[config.mk]
export PLATFORM = sky130hd
export DESIGN_NAME = reset_release_sequencer
export DESIGN_NICKNAME = d
export VERILOG_FILES = /design/src/rtl/reset_seq_pkg.sv /design/src/rtl/reset_sync_chain.sv /design/src/rtl/reset_release_sequencer.sv
export SDC_FILE = /design/constraint.sdc
export NUM_CORES = 1
export LEC_CHECK = 0
export CAP_MARGIN = 20
export CORE_UTILIZATION = 59
export DETAILED_ROUTE_END_ITERATION = 10
export PLACE_DENSITY = 0.82
export SYNTH_ARGS = -nofsm -noshare
export SYNTH_HDL_FRONTEND = slang
export SYNTH_SLANG_ARGS = --single-unit
export TNS_END_PERCENT = 5
[constraint.sdc]
create_clock -name clk -period 5.35 [get_ports clk]
set_input_delay 1.07 -clock clk [delete_from_list [all_inputs] [get_ports clk]]
set_output_delay 1.07 -clock clk [all_outputs]
set_load 0.01 [all_outputs]
[src/rtl/reset_seq_pkg.sv]
// Shared types and defaults for the reset release sequencer and its sync chain.
package reset_seq_pkg;

    typedef enum logic [2:0] {
        ST_SYNC,
        ST_STRETCH,
        ST_RELEASE,
        ST_WAIT_ACK,
        ST_DONE
    } reset_seq_state_e;

    localparam int DEF_SYNC_STAGES = 3;
    localparam int DEF_NUM_DOMAINS = 4;
    localparam int DEF_STRETCH_W   = 8;
    localparam int DEF_ACK_TIMEOUT = 255;

    // Width needed to address n domains; a single domain still gets one bit.
    function automatic int idx_width(input int n);
        return (n > 1) ? $clog2(n) : 1;
    endfunction

    // Width needed to hold the values 0..max_val inclusive.
    function automatic int count_width(input int max_val);
        return (max_val > 0) ? $clog2(max_val + 1) : 1;
    endfunction

    localparam int DEF_IDX_W = idx_width(DEF_NUM_DOMAINS);

endpackage

[src/rtl/reset_sync_chain.sv]
// Async-clear, sync-release reset synchronizer: assertion is immediate,
// deassertion emerges after SYNC_STAGES rising edges.
module reset_sync_chain
    import reset_seq_pkg::*;
#(
    parameter int SYNC_STAGES = DEF_SYNC_STAGES
) (
    input  logic clk,
    input  logic rst_n,
    output logic sync_rst_n
);

    logic [SYNC_STAGES-1:0] stages;

    // NOTE: sequential state uses non-blocking assignments so every stage
    // samples its neighbour's pre-edge value; the async clear sits in the
    // sensitivity list so assertion needs no clock.
    always_ff @(posedge clk or negedge rst_n) begin
        if (!rst_n) begin
            stages <= '0;
        end else begin
            stages <= {stages[SYNC_STAGES-2:0], 1'b1};
        end
    end

    assign sync_rst_n = stages[SYNC_STAGES-1];

endmodule

[src/rtl/reset_release_sequencer.sv]
// Synchronizes reset release, stretches it, then releases downstream domains
// one at a time in index order with a ready/timeout handshake.
module reset_release_sequencer
    import reset_seq_pkg::*;
#(
    parameter int SYNC_STAGES = DEF_SYNC_STAGES,
    parameter int NUM_DOMAINS = DEF_NUM_DOMAINS,
    parameter int STRETCH_W   = DEF_STRETCH_W,
    parameter int ACK_TIMEOUT = DEF_ACK_TIMEOUT
) (
    input  logic                   clk,
    input  logic                   rst_n,
    input  logic [STRETCH_W-1:0]   stretch_cfg,
    input  logic                   sw_rst_req,
    input  logic [NUM_DOMAINS-1:0] dom_ack,
    output logic [NUM_DOMAINS-1:0] dom_rst_n,
    output logic                   busy,
    output logic                   done,
    output logic                   timeout_err
);

    localparam int IDX_W = idx_width(NUM_DOMAINS);
    localparam int TMO_W = count_width(ACK_TIMEOUT);
    localparam logic [IDX_W-1:0]     LAST_IDX  = IDX_W'(NUM_DOMAINS - 1);
    localparam logic [TMO_W-1:0]     TMO_LIMIT = TMO_W'(ACK_TIMEOUT);
    localparam logic [STRETCH_W-1:0] ONE_LEFT  = STRETCH_W'(1);

    if (SYNC_STAGES < 2) begin : g_bad_sync_stages
        $error("reset_release_sequencer: SYNC_STAGES must be at least 2");
    end
    if (NUM_DOMAINS < 1) begin : g_bad_num_domains
        $error("reset_release_sequencer: NUM_DOMAINS must be at least 1");
    end

    reset_seq_state_e       state_q, state_d;
    logic [STRETCH_W-1:0]   stretch_q, stretch_d;
    logic [TMO_W-1:0]       tmo_q, tmo_d;
    logic [IDX_W-1:0]       idx_q, idx_d;
    logic [NUM_DOMAINS-1:0] dom_q, dom_d;
    logic                   busy_q, busy_d;
    logic                   done_q, done_d;
    logic                   err_q, err_d;
    logic                   sync_rst_n;
    logic                   skip_stretch;
    logic                   ack_sel;
    logic                   tmo_hit;

    reset_sync_chain #(
        .SYNC_STAGES(SYNC_STAGES)
    ) u_sync (
        .clk       (clk),
        .rst_n     (rst_n),
        .sync_rst_n(sync_rst_n)
    );

    // A zero stretch skips the hold phase entirely and releases domain 0
    // on the very next edge.
    assign skip_stretch = (stretch_cfg == '0);
    assign ack_sel      = dom_ack[idx_q];
    assign tmo_hit      = (tmo_q == TMO_LIMIT);

    // NOTE: every variable gets its hold value first, so no path through the
    // case statement can leave one unassigned and infer a latch.
    always_comb begin
        state_d   = state_q;
        stretch_d = stretch_q;
        tmo_d     = tmo_q;
        idx_d     = idx_q;
        dom_d     = dom_q;
        err_d     = err_q;

        unique case (state_q)
            ST_SYNC: begin
                if (sync_rst_n) begin
                    idx_d     = '0;
                    stretch_d = stretch_cfg;
                    state_d   = skip_stretch ? ST_RELEASE : ST_STRETCH;
                end
            end
            ST_STRETCH: begin
                if (stretch_q <= ONE_LEFT) begin
                    state_d = ST_RELEASE;
                end else begin
                    stretch_d = stretch_q - 1'b1;
                end
            end
            ST_RELEASE: begin
                dom_d[idx_q] = 1'b1;
                tmo_d        = '0;
                state_d      = ST_WAIT_ACK;
            end
            ST_WAIT_ACK: begin
                // An ack arriving in the final allowed cycle still wins.
                if (ack_sel || tmo_hit) begin
                    if (!ack_sel) begin
                        err_d = 1'b1;
                    end
                    if (idx_q == LAST_IDX) begin
                        state_d = ST_DONE;
                    end else begin
                        idx_d   = idx_q + 1'b1;
                        state_d = ST_RELEASE;
                    end
                end else begin
                    tmo_d = tmo_q + 1'b1;
                end
            end
            ST_DONE: begin
                // Soft reset re-enters the stretch phase; the sync chain is
                // already settled and is not re-run.
                if (sw_rst_req) begin
                    dom_d     = '0;
                    idx_d     = '0;
                    stretch_d = stretch_cfg;
                    state_d   = skip_stretch ? ST_RELEASE : ST_STRETCH;
                end
            end
            default: begin
                state_d = ST_SYNC;
            end
        endcase

        busy_d = (state_d != ST_DONE);
        done_d = (state_d == ST_DONE);
    end

    always_ff @(posedge clk or negedge rst_n) begin
        if (!rst_n) begin
            state_q   <= ST_SYNC;
            stretch_q <= '0;
            tmo_q     <= '0;
            idx_q     <= '0;
            dom_q     <= '0;
            busy_q    <= 1'b1;
            done_q    <= 1'b0;
            err_q     <= 1'b0;
        end else begin
            state_q   <= state_d;
            stretch_q <= stretch_d;
            tmo_q     <= tmo_d;
            idx_q     <= idx_d;
            dom_q     <= dom_d;
            busy_q    <= busy_d;
            done_q    <= done_d;
            err_q     <= err_d;
        end
    end

    assign dom_rst_n   = dom_q;
    assign busy        = busy_q;
    assign done        = done_q;
    assign timeout_err = err_q;

endmodule

==> key figures, run 1 <==
Status
  • Outcome: complete, no violations

Timing
  • Period utilization: 0.500
  • Worst Skew: 0.0115 ns
  • Fin crit period: between 2 and 3 ns
  • Maximum clock frequency: 0.374 GHz
  • Relative slew slack: 0.427
  • Unrepaired setup endpoints after global routing: no
  • Worst hold slack: 0.357 ns
  • Finish-stage setup viols: 0
  • Final Hold Viols: 0
  • Setup TNS: 0 ns
  • Least-Margin Pin Slew: 0.855 ns
  • Slew Limit Fails: 0

Synthesis
  • Post-synth EDFFs: 0
  • Synthesized Nets: 205
  • Ys async rst share: 1.00
  • Dominant synthesized flop cell: dfrtp_1
  • Largest cells by area after synthesis: dfrtp_1 43%, ha_1 5.0%, o21ai_0 4.6%, a21oi_1 4.0%, nand2_1 3.6%
  • Seq/Total Area, Yosys: 0.444
  • Synth cell types: 48
  • #FFs+latches synth: 31
  • Synth warn: 0
  • Cells after Synth: 183
  • Yosys top cell area share: 0.429
  • Post-synthesis cell area: 1750 um2
  • Post-synth top area cell: dfrtp_1
  • Post-Syn Area per Cell: 9.57 um2

Job
  • Max Cap Violations: 0

Cells and area
  • Multi-input gate area: between 900 and 1000 um2
  • Layout fillers: 224
  • Layout Utilization: 0.732
  • Share of cells above drive strength 1: 0.0927
  • Sequential cell area: 777 um2
  • Fin nets: between 200 and 250
  • # diodes: 0
  • Area Growth Syn to Fin: 16.3%
  • Final std cells w/o fill: 236

Setup path
  • CP max stage cell: a211oi_1
  • Worst Reg2Reg Path Length in Cells: 4
  • WS Path Type: in2reg
  • CP Max Fanout: 7
  • Worst EP required: between 5 and 6 ns
  • Reg2reg setup slack: 3.01 ns
  • Cell Chain, Critical Path: clkdlybuf4s50_1, nand2b_1, a211oi_1, nand3_1, a22o_1
  • Worst Path Buf+Inv: 1
  • CP arrival: 2.90 ns
  • Critical R2R Launch: state_q[0]$_DFF_PN0_
  • Crit path launch type: input port
  • CP delay by family, top: compound AO/OA/AOI/OAI gates
  • CP peak stage delay: 0.74 ns
  • Endpoint of the worst register-to-register path: stretch_q[1]$_DFFE_PN0P_
  • Critical path capture point type: register

Detailed routing
  • Drt first pass iters: 4
  • # DRC: 0
  • Initial drt markers: 81
  • WL final: 4.04 mm
  • Vias: 1556
  • Final antenna-violating net count: 0
  • WL per Instance: 17.1 um
  • Vias per cell: approximately 6.6

Global routing
  • Initial antenna violation count: 0
  • All-Layer GR Usage: 0.285
  • Largest net degree at the start of global routing: 32
  • First-pass GRT wire length: 6.92 mm
  • Vias in the first global route: 1554
  • Grt total ovfl: 0

CTS
  • H-tree levels: 2
  • Clk pin slew, worst setup/hold paths: 0.09 ns
  • Clk buf depth: 2
  • Skew-Pair Late Insertion Delay: 0.34 ns
  • Clock root cell: clkbuf_4
  • CTS tree: built
  • Post-CTS sizing: 0
  • Hold_buf cts: 0
  • Total clock buffers created by CTS: 5
  • Setup bufs post-CTS: 0
  • Clk sinks: 31

Pwr
  • Clock power share: 0.154
  • Maximum VDD drop: ~0.00038 V
  • Pleak: between 0.8 and 0.9 nW
  • Sequential power share: 0.405
  • Switch share: 0.431
  • Psw: 0.395 mW
  • Power density over the cells: 450 nW/um2
  • Combinational power share: 0.441
  • Internal cell power: 0.521 mW

Floorplanning
  • Chip Height: roughly 56 um
  • Core area: 2780 um2
  • I/O Pins: 22
  • Die Area: 3190 um2
  • Initial core utilization: 0.630
  • Die X: 56.5 um
  • Rows: 19

Hold path
  • Hold endpoint: u_sync.stages[1]$_DFF_PN0_
  • Hold Startpoint: u_sync.stages[0]$_DFF_PN0_
  • Hold path cells: 0
  • Hold Crit Class: reg2reg

Place
  • Placed cells: around 230
  • Final RePlAce weighted congestion: 0.857
  • Hpwl dp: between 2 and 3 mm
  • Buffers on Ports: 21
cell families (layout without fill, tap and decap cells):
logic type | after synthesis | in the layout | share of synthesized area
simple gates | 70 | 70 | 0.225
compound gates | 55 | 55 | 0.208
flops | 31 | 31 | 0.444
buf+inv | 13 | 35 | 0.0286
fa+ha+maj | 7 | 7 | 0.0500
mux | 6 | 6 | 0.0429
other cells | 1 | 1 | 0.00214
flip-flops by register name, indices dropped and copies added (netlist names):
name,cells
busy,1
dom_rst_n,4
done,1
idx_q,2
state_q,3
stretch_q,8
timeout_err,1
tmo_q,8
u_sync.stages,3
cells in the final DEF, fill, tap and decap left out, types with 4 or more instances in the layout:
cell,count
ha_1,7
clkdlybuf4s50_1,21
o31ai_1,4
nand3_1,6
clkbuf_4,5
nor4_1,4
or4_1,5
nand2_1,17
o21ai_0,16
inv_1,6
dfrtp_1,30
a21oi_1,14
nor2_1,10
nor3_1,7
layer usage:
layer	wire length, um	vias up	global-route usage	part of all wire
met1	1670	746	0.365	0.41
met2	2020	65	0.454	0.50
met5	0	-	0	0
li1	-	735	-	-
met3	268	10	0.0668	0.066
met4	87	0	0.136	0.022
power by group through the flow:
stage          clock network (mW)  registers (mW)  logic (mW)
2_1_floorplan                   0           0.340       0.326
3_3_place_gp                    0           0.370       0.380
3_5_place_dp                    0           0.373       0.399
4_1_cts                     0.142           0.369       0.403
5_1_grt                     0.155           0.382       0.453
6_report                    0.141           0.371       0.404
cell usage after synthesis (2+ instances only):
cell / count
nand2b_1: 3
ha_1: 7
mux2_2: 2
inv_1: 6
a31oi_1: 3
a311o_1: 2
nand3_1: 6
a22o_1: 3
nor3_1: 7
nand3b_1: 3
nor2_1: 10
mux2i_1: 3
a32o_1: 2
o31ai_1: 4
a211oi_1: 2
dfrtp_1: 30
or2_2: 2
clkbuf_1: 6
or4_1: 5
nand2_1: 17
nor2b_1: 2
nor4_1: 4
o21ai_0: 16
a21oi_1: 14
layout make-up:
type                       instances  share of cell area
multi-input combinational        139               0.454
sequential                        31               0.381
timing repair buffer              22               0.107
clock buffer                       6              0.0252
tap                               31              0.0190
inverter                           6              0.0111
clock inverter                     1             0.00246
worst reg2reg max path, delay by kind of cell, from the launching register on:
kind | cells | cell delay [ns]
muxes | 1 | 0.30
and+or+nand+nor | 3 | 1.34
DFF | 1 | 0.58
per-stage QoR:
step                      total power [mW]  setup WS, ns  instance area [um2]
final                                0.916          2.68                 2040
after global routing                 0.990          2.60                 2040
after CTS                            0.914          2.67                 2040
after detailed placement             0.772          2.31                 1980
after global placement               0.749          2.37                 1980
after floorplan                      0.665          2.80                 1750
worst max path at each step:
stage | startpoint | endpoint | slack (ns) | depth (start not counted)
floorplan | dom_ack[3] | tmo_q[5]$_DFFE_PN0P_ | 2.80 | 4
global placement | dom_ack[3] | tmo_q[5]$_DFFE_PN0P_ | 2.37 | 5
detailed placement | dom_ack[3] | tmo_q[5]$_DFFE_PN0P_ | 2.31 | 5
CTS | dom_ack[3] | tmo_q[5]$_DFFE_PN0P_ | 2.67 | 5
global route | sw_rst_req | stretch_q[4]$_DFFE_PN0P_ | 2.60 | 5
finish | sw_rst_req | stretch_q[4]$_DFFE_PN0P_ | 2.68 | 5
No activity file was read; power rests on OpenSTA's default activity.
==> run 2, diff against run 1 <==
CORE_UTILIZATION = 49   (was 59)
PLACE_DENSITY = 0.73   (was 0.82)
clock period = 2.4 ns   (was 5.35 ns; I/O delays follow)
==> run 2 against run 1 <==
Compared with the run above:
- global-route usage decreased by 4.6 points
- clock-buffer cell count stayed put
- total power grew 150%
- sequential share of layout area decreased by 2.1 points
- wire length up 2.6%
- non-clock buffer count is 9 higher
- sequential power up 120%
- hold slack better by 0.0097 ns
- cell count grew 11%
- critical path type is now reg2reg
- largest power group unchanged
==> key figures, run 2 (same netlist as run 1, synthesis figures left out) <==
Pwr
  • Pleak: 0.894 nW
  • Total Power: 2.27 mW
  • Power density over the cells: 1050 nW/um2
  • Maximum VDD drop: 0.000533 V

Global routing
  • All-Layer GR Usage: 0.239
  • Vias in the first global route: 1433
  • Initial antenna violation count: 0
  • First-pass GRT wire length: 6.49 mm
  • Grt total ovfl: 0
  • Largest net degree at the start of global routing: 32

Timing
  • Worst hold slack: 0.367 ns
  • Fin crit period: ~2.2 ns
  • Least-Margin Pin Slew: 0.485 ns
  • Maximum clock frequency: approximately 0.46 GHz
  • Relative slew slack: 0.669
  • Worst Skew: about 0.014 ns
  • Setup TNS: 0 ns
  • Finish-stage setup viols: 0
  • Final Hold Viols: 0
  • Unrepaired setup endpoints after global routing: no
  • Period utilization: 0.898
  • Slew Limit Fails: 0
  • Post-route setup slack: 0.244 ns

Setup path
  • CP arrival: 2.40 ns
  • Crit path launch type: register
  • Critical path capture point type: register
  • Launch point of the worst path: idx_q[0]$_DFFE_PN0P_
  • Worst EP required: 2.65 ns
  • CP Max Fanout: 6
  • Worst Reg2Reg Path Length in Cells: 4
  • Critical R2R Launch: idx_q[0]$_DFFE_PN0P_
  • WS Path Type: reg2reg

Hold path
  • Hold path cells: 0
  • Hold Startpoint: u_sync.stages[1]$_DFF_PN0_
  • Hold Crit Class: reg2reg

Detailed routing
  • Final antenna-violating net count: 0
  • Drt first pass iters: 4
  • Vias per cell: 6.00
  • Initial drt markers: between 100 and 150
  • # DRC: 0
  • WL final: 4.15 mm
  • WL per Instance: 15.9 um
  • Vias: around 1600

CTS
  • Post-CTS sizing: 0
  • Setup bufs post-CTS: 0
  • Clk sinks: 31
  • Total clock buffers created by CTS: 5
  • CTS tree: built
  • Clock root cell: clkbuf_4
  • Hold_buf cts: 0
  • Clk pin slew, worst setup/hold paths: between 0.1 and 0.15 ns
  • H-tree levels: 2
  • Skew-Pair Late Insertion Delay: 0.34 ns
  • Clk buf depth: 2

Floorplanning
  • Chip Height: slightly above 60 um
  • Rows: 21
  • Die X: about 60 um
  • Initial core utilization: 0.517
  • Die Area: 3820 um2
  • Core area: 3390 um2
  • I/O Pins: 22

Place
  • Pre-CTS setup slack: -0.114 ns
  • Placed cells: 253
  • Buffers on Ports: 21
  • Hpwl dp: roughly 3.0 mm
  • Final RePlAce weighted congestion: 0.882

Status
  • Outcome: complete, no violations

Cells and area
  • # diodes: 0
  • Commonest non-fill, non-tap cells in the layout: 30 x dfrtp_1, 21 x clkdlybuf4s50_1, 17 x nand2_1
  • Share of cells above drive strength 1: 0.135
  • Area Growth Syn to Fin: 22.9%
  • Fin nets: between 200 and 250
  • Commonest non-fill, non-tap cell in the layout: dfrtp_1
  • Final std cells w/o fill: around 260

Job
  • Max Cap Violations: 0
run 2: layout make-up:
class	count	area, um2
clock buffer	6	51.3
sequential	31	777
fill	274	1240
inverter	6	22.5
clock inverter	2	35.0
timing repair buffer	31	285
multi-input combinational	139	925
tap	46	57.6
run 2: final timing paths:
| check | to | slack (ns) |
|---|---|---|
| setup / recovery | tmo_q[5]$_DFFE_PN0P_ | 0.24 |
| hold / removal | u_sync.stages[2]$_DFF_PN0_ | 0.37 |
| setup reg to reg | tmo_q[5]$_DFFE_PN0P_ | 0.24 |
| hold reg to reg | u_sync.stages[2]$_DFF_PN0_ | 0.37 |
| max in group asynchronous | busy$_DFF_PN1_ | 1.55 |
| min in group asynchronous | timeout_err$_DFFE_PN0P_ | 0.51 |
run 2: through the flow:
step / utilization / instance area, um2
floorplan: - / 1750
CTS: 0.635 / 2150
finish: 0.635 / 2150
global route: 0.635 / 2150
global placement: 0.610 / 2070
detailed placement: 0.610 / 2070
run 2: routing by layer:
metal / up-vias / global-route usage / share of wire
met1: 770 / 0.311 / 0.44
met4: 0 / 0.108 / 0.016
met3: 9 / 0.0538 / 0.046
met5: - / 0 / 0
met2: 42 / 0.381 / 0.49
li1: 746 / - / -
run 2: critical path, cell delays in order, from the launching register on:
cell	delay (ns)
dfrtp_1	0.49
mux4_2	0.60
a2111oi_0	0.42
mux2_2	0.39
a22o_1	0.17
run 2: report_power, final:
part / internal (mW) / total [mW] / switching, mW / leakage, nW
sequential: 0.653 / 0.807 / 0.154 / 0.372
combinational: 0.459 / 1.02 / 0.566 / 0.473
clock: 0.246 / 0.439 / 0.193 / 0.0482
